**config.mk**
```make
export PLATFORM = sky130hd
export DESIGN_NAME = interrupt_controller
export DESIGN_NICKNAME = d
export VERILOG_FILES = /design/src/rtl/interrupt_controller.sv
export SDC_FILE = /design/constraint.sdc
export NUM_CORES = 1
export LEC_CHECK = 0
export CORE_MARGIN = 2
export CORE_UTILIZATION = 44
export CTS_CLUSTER_DIAMETER = 30
export DETAILED_ROUTE_END_ITERATION = 10
export PLACE_DENSITY = 0.76
export SYNTH_ARGS = -nofsm -noshare
export SYNTH_HDL_FRONTEND = slang
export SYNTH_SLANG_ARGS = --single-unit
```
**constraint.sdc**
```tcl
create_clock -name clk -period 1.21 [get_ports clk]
set_input_delay 0.3025 -clock clk [delete_from_list [all_inputs] [get_ports clk]]
set_output_delay 0.3025 -clock clk [all_outputs]
set_load 0.05 [all_outputs]
```
**src/rtl/interrupt_controller.sv**
```systemverilog
// Priority interrupt controller in front of the CPU: N edge-triggered maskable
// lines plus one NMI, fixed priority (bit 0 highest), one maskable in flight.
// Latency: irq edge at clock k -> pending after k, INT after k+1; NMI after k.
// Backpressure: an offered interrupt holds INT/int_id until ack; a new request
// waits in pending until eoi returns the controller to idle.
// Ports: clk, rst (sync, active-high); irq_in/nmi_in request lines;
//   mask_wr/mask_data mask load; ack/nmi_ack/eoi CPU handshake pulses;
//   INT/NMI/int_id/in_service/pending status outputs (all registered).
module interrupt_controller #(
  parameter int N_IRQ = 4,
  parameter int ID_W  = 2
) (
  input  logic             clk,
  input  logic             rst,
  input  logic [N_IRQ-1:0] irq_in,
  input  logic             nmi_in,
  input  logic             mask_wr,
  input  logic [N_IRQ-1:0] mask_data,
  input  logic             ack,
  input  logic             nmi_ack,
  input  logic             eoi,
  output logic             INT,
  output logic             NMI,
  output logic [ID_W-1:0]  int_id,
  output logic             in_service,
  output logic [N_IRQ-1:0] pending
);

  typedef enum logic [1:0] {IDLE, REQ, SERVICE} state_t;

  state_t           state_q, state_d;
  logic [N_IRQ-1:0] prev_irq_q, prev_irq_d;
  logic             prev_nmi_q, prev_nmi_d;
  logic [N_IRQ-1:0] pending_q, pending_d;
  logic [N_IRQ-1:0] mask_q, mask_d;
  logic             int_q, int_d;
  logic             nmi_q, nmi_d;
  logic [ID_W-1:0]  int_id_q, int_id_d;
  logic             in_service_q, in_service_d;

  logic [N_IRQ-1:0] irq_edge;
  logic [N_IRQ-1:0] elig;
  logic             nmi_edge;
  logic [ID_W-1:0]  winner;

  always_comb begin
    irq_edge = irq_in & ~prev_irq_q;
    nmi_edge = nmi_in & ~prev_nmi_q;
    elig     = pending_q & ~mask_q;

    // Scan from the top down so the lowest set index is the one left standing.
    winner = '0;
    for (int i = N_IRQ - 1; i >= 0; i--) begin
      if (elig[i]) winner = ID_W'(i);
    end

    state_d      = state_q;
    pending_d    = pending_q;
    int_d        = int_q;
    int_id_d     = int_id_q;
    in_service_d = in_service_q;
    prev_irq_d   = irq_in;
    prev_nmi_d   = nmi_in;

    case (state_q)
      IDLE: begin
        // A pending or just-arriving NMI keeps maskable grants off.
        if ((|elig) && !nmi_q && !nmi_edge) begin
          state_d  = REQ;
          int_d    = 1'b1;
          int_id_d = winner;
        end
      end
      REQ: begin
        // ack wins over a simultaneous NMI edge: the CPU already took it.
        if (ack) begin
          state_d              = SERVICE;
          int_d                = 1'b0;
          in_service_d         = 1'b1;
          pending_d[int_id_q]  = 1'b0;
        end else if (nmi_edge) begin
          state_d = IDLE;
          int_d   = 1'b0;
        end
      end
      SERVICE: begin
        if (eoi) begin
          state_d      = IDLE;
          in_service_d = 1'b0;
        end
      end
      default: state_d = IDLE;
    endcase

    // New edges are ORed in last so a same-cycle set beats the ack clear.
    pending_d = pending_d | irq_edge;
    nmi_d     = nmi_edge | (nmi_q & ~nmi_ack);
    mask_d    = mask_wr ? mask_data : mask_q;
  end

  always_ff @(posedge clk) begin
    if (rst) begin
      state_q      <= IDLE;
      // Lines already high at reset must not look like fresh edges.
      prev_irq_q   <= irq_in;
      prev_nmi_q   <= nmi_in;
      pending_q    <= '0;
      mask_q       <= '0;
      int_q        <= 1'b0;
      nmi_q        <= 1'b0;
      int_id_q     <= '0;
      in_service_q <= 1'b0;
    end else begin
      state_q      <= state_d;
      prev_irq_q   <= prev_irq_d;
      prev_nmi_q   <= prev_nmi_d;
      pending_q    <= pending_d;
      mask_q       <= mask_d;
      int_q        <= int_d;
      nmi_q        <= nmi_d;
      int_id_q     <= int_id_d;
      in_service_q <= in_service_d;
    end
  end

  assign INT        = int_q;
  assign NMI        = nmi_q;
  assign int_id     = int_id_q;
  assign in_service = in_service_q;
  assign pending    = pending_q;

endmodule
```
# Word-level counts from Yosys, hierarchy flattened

Cells that the tools add are included.

Bits in registers: 20
Bits of input ports: 15
Output and inout bits: 9

Magnitude comparators: 2
Equal/unequal tests: 6
Multiplexer cells: 20
Bitwise operators: 12
Reductions and logical operators: 13

Operator list:

| operator             | count |
|---|---|
| $mux W2              | 8 |
| $and A4 B4 Y4        | 3 |
| $not A4 Y4           | 3 |
| $reduce_and A3 Y1    | 3 |
| $mux W4              | 2 |
| $mux W1              | 6 |
| $ne A2 B2 Y1 const B | 3 |
| $pmux W2 S3          | 1 |
| $or A4 B4 Y4         | 1 |
| $pmux W1 S2          | 2 |
| $reduce_bool A2 Y1   | 2 |
| $reduce_or A4 Y1     | 1 |
| $logic_and A1 B1 Y1  | 3 |
| $lt A2 B3 Y1 const B | 1 |
| $ne A3 B3 Y1 const B | 1 |
| $and A1 B1 Y1        | 2 |
| $demux W1 S2         | 1 |
| $eq A2 B1 Y1 const B | 1 |
| $eq A2 B2 Y1 const B | 1 |
| $ge A2 B1 Y1 const B | 1 |
| $logic_not A1 Y1     | 2 |
| $logic_not A2 Y1     | 1 |
| $not A1 Y1           | 2 |
| $reduce_and A2 Y1    | 1 |
| $or A1 B1 Y1         | 1 |

# Logic depth before layout (Yosys ltp)

Gate-level depths: netlist (run 1).

Word-level depth: 9
Depth in mapped cells: 4
Gate-level depth less buffers: 4

# Worst setup path after synthesis (run 1)

OpenSTA, ideal clock, no wires.

Path type: register -> register
Start: reg pending_q[3] (netlist: pending[3])
End: reg state_q[0]
Setup time: 86 ps
Data arrival time: 1302 ps
Slack: -179 ps
Stages on the path, launching flop included: 5
Period minus slack after synthesis: 1389 ps
Cell sequence: dfxtp_1 inv_1 o21ai_0 o21ai_2 a221oi_2

Longest elaborated chain between the ends: 6

RTL lines:

| item                               | RTL line | text |
|---|---|---|
| start: declaration                 | 34       | `logic [N_IRQ-1:0] pending_q, pending_d;` |
| start signal: assignment           | 117      | `pending_q <= pending_d;` |
| $and A4 B4 Y4                      | 49       | `elig = pending_q & ~mask_q;` |
| $reduce_or A4 Y1                   | 68       | `if ((\|elig) && !nmi_q && !nmi_edge) begin` |
| $logic_and A1 B1 Y1 (2 in series)  | 68       |  |
| $ne A2 B2 Y1 (no source line)      | --       |  |
| $reduce_and A3 Y1 (no source line) | --       |  |
| end signal: assignment             | 114      | `state_q <= state_d;` |
| end: declaration                   | 31       | `state_t state_q, state_d;` |

Every way passes these cells.
A chain may end at the register's enable or synchronous reset.

# Final worst setup path (run 1)

Start: in ack
End: reg pending_q[0] (netlist: pending[0])

Longest elaborated chain between the ends: 3

RTL lines:

| item               | RTL line | text |
|---|---|---|
| start: declaration | 19       | `input logic ack,` |
| $mux W4            | 76       | `if (ack) begin` |
| $mux W4            | 65       | `case (state_q)` |
| $or A4 B4 Y4       | 96       | `pending_d = pending_d \| irq_edge;` |

Every way passes these cells.

==> reports/metrics.cfg, run 1 <==
[setup_path]
path_max_fanout = 6
cp_slowest_cell = clkdlybuf4s50_1
startpoint_type = input pin
cp_data_required_time_ns = 1.40
crit_arrival_ns = 1.37
reg2reg_to = pending[0]
crit_path_cell_trace = clkdlybuf4s50_1 -> nand2_1 -> o31ai_1 -> a21oi_1
max_stage_delay_ns = 0.60
reg2reg_depth = 4
crit_type = in2reg
end_kind = flip-flop
ff2ff_setup_slack_ns = 0.05
r2r_start = state_q[0]

[pwr]
power_density_mw_per_mm2 = 1290
p_leak_nw = 0.502
finalPower_mw = 1.58
peakVddDrop_mv = 0.979

[clock_tree]
htree_levels = 1
clkTransAtPathRegs_ns = 0.11
cts_root_buffer = clkbuf_4
clk_path_buf_depth = 2
numCtsBuffers = 3
cts_hold_buf = 0
clkLatencyLatePin_ns = 0.29
cts_tree = done
numClockSinks = 20

[timing]
max_slew.worst_pin.slew_ns = 0.267
rsz0062_at_grt = true
slew_violations = 0
layout_min_cycle_time_ns = 1.18
maxSlewHeadroom_pct = 82.0
setup_viol = 0
post-route-period-util_pct = 97.4
fmax_mhz = 849
timing.final.ws_setup_ns = 0.0320
clock_skew_ns = 0.00236
finalHoldViolations = 0

[grt]
grt_pass1_vias = 684
grt_max_degree = 12
overflow = 0
grt_use_total_pct = 18.9
antenna_found_initial = 0
grt_pass1_wl_um = 2800

[min_path]
hold_path.class = in2reg
min-delay-start = nmi_in
hold_end = prev_nmi_q
whs_path_depth = 1

[route]
post_drt_via_cell_ratio = 5.27
final_antenna_net_count = 0
drc = 0
vias = 690
dr.pass1.iters = 4
wl_per_cell_um = 13.2
wl_um = 1730
drtIter0Drc = 7

[outcome]
outcome = completed

[floorplanning]
die_area_mm2 = 0.00209
pin_count = 24
num_rows = 15
coreArea_mm2 = 0.00167
die_y_um = 45.7
initial_core_util_pct = 45.8
fp.dieW_um = 45.7

[finish]
layout.nets = 130
instances_no_fill = 131
diodes = 0
final_cell_mix = clkdlybuf4s50_1, dfxtp_1, nor2_1
layout_commonest_cell = clkdlybuf4s50_1
drive_gt1_share_pct = 31.6
syn2layout_area_growth_pct = 60.4

[run]
drv_cap = 0

[place]
port_buffers = 23
place_ws_ns = -0.394
place_congestion = 0.823
dp_hpwl_um = 1330
place_inst = 125

[synth]
yosysSeqAreaShare_pct = 52.4
synth_area_um2 = 764
synth_warnings = 0
synthCells = 81
synth.avg_cell_area_um2 = 9.44
synth_fp_nets = 96
synth.ff_latch_count = 20
synth_cell_types = 22

worst max-delay path, delay by kind of cell:
kind	cells	cell delay, ns
buffers and inverters	1	0.60
AO/OA/AOI/OAI	2	0.32
AND/OR/NAND/NOR	1	0.15
worst max-delay path by stage:
stage                          from          to  slack (ns)  depth (start not counted)
after global placement       nmi_in  state_q[0]       -0.33                          5
final                           ack  pending[0]        0.03                          4
after floorplan           int_id[1]  pending[3]        0.04                          3
after detailed placement     nmi_in   int_id[1]       -0.39                          5
after CTS                 int_id[1]   int_id[1]       0.004                          1
after global routing            NMI  state_q[0]       -0.03                          3
power breakdown:
part	leakage [nW]	internal (mW)	switching, mW
Sequential	0.170	0.711	0.0588
Combinational	0.311	0.232	0.199
Clock	0.0210	0.183	0.197
state kept, by name, indices dropped and copies added, names as in the netlist:
register and count:
prev_nmi_q 1, INT 1, state_q 2, NMI 1
prev_irq_q 4, mask_q 4, in_service 1, int_id 2
pending 4
stage by stage:
stage / hold WS (ns) / TNS [ns] / instance area [um^2] / util (%)
2_1_floorplan: 0.330 / 0 / 773 / -
3_3_place_gp: 0.469 / -2.44 / 1150 / 69.0
3_5_place_dp: 0.469 / -3.13 / 1150 / 69.0
4_1_cts: 0.254 / 0 / 1210 / 72.6
5_1_grt: 0.239 / -0.0444 / 1230 / 73.4
6_report: 0.257 / 0 / 1230 / 73.4
metal layers:
layer	global-route usage (%)	routed length [um]	vias to the layer above
li1	-	-	347
met1	22.4	730	320
met2	33.2	909	21
met3	3.57	79	2
met4	7.06	13	0
met5	0	0	-
synth_stat cells (all sizes together):
| master | number | share of area [%] |
|---|---|---|
| o21ai | 5 | 3.8 |
| o31ai | 1 | 0.98 |
| mux2i | 5 | 6.5 |
| nor2 | 10 | 4.9 |
| nand2b | 7 | 5.7 |
| clkbuf | 2 | 0.98 |
| a221o | 1 | 1.3 |
| nand3b | 1 | 0.98 |
| nor4 | 1 | 2.8 |
| nor2b | 2 | 2.0 |
| a211oi | 2 | 2.0 |
| dfxtp | 20 | 52 |
| inv | 6 | 2.9 |
| a41oi | 1 | 1.1 |
| a21oi | 9 | 5.9 |
| nor3 | 1 | 0.65 |
| nand2 | 5 | 2.5 |
| nand3 | 1 | 0.65 |
| a221oi | 1 | 2.0 |
cells by family after synthesis:
group | share of synthesized area [%]
AOI/OAI and AO/OA | 17.0
buffers and inverters | 3.93
DFF | 52.4
muxes | 6.55
and+or+nand+nor | 20.1
final cells by class:
type / instances / area [um^2]
Inverter: 6 / 22.5
Timing Repair Buffer: 31 / 379
Clock buffer: 4 / 36.3
Fill cell: 131 / 444
Multi-Input combinational cell: 53 / 347
Sequential cell: 20 / 420
Tap cell: 17 / 21.3
repair_timing:
action	CTS	global route
setup endpoints to repair	6	8
buffers inserted	2	0
pin swaps	3	1
resized for setup	5	7
Note: power is estimated with default switching activity, not from simulation.
==> run 2: changes to the inputs <==
--- a/config.mk
+++ b/config.mk
@@ -8,6 +8,7 @@
 export CORE_MARGIN = 2
 export CORE_UTILIZATION = 44
 export CTS_CLUSTER_DIAMETER = 30
+export CTS_CLUSTER_SIZE = 20
 export DETAILED_ROUTE_END_ITERATION = 10
 export PLACE_DENSITY = 0.76
 export SYNTH_ARGS = -nofsm -noshare
==> results of run 2 <==
Final layout, timing and power as in run 1 (identical DEF).
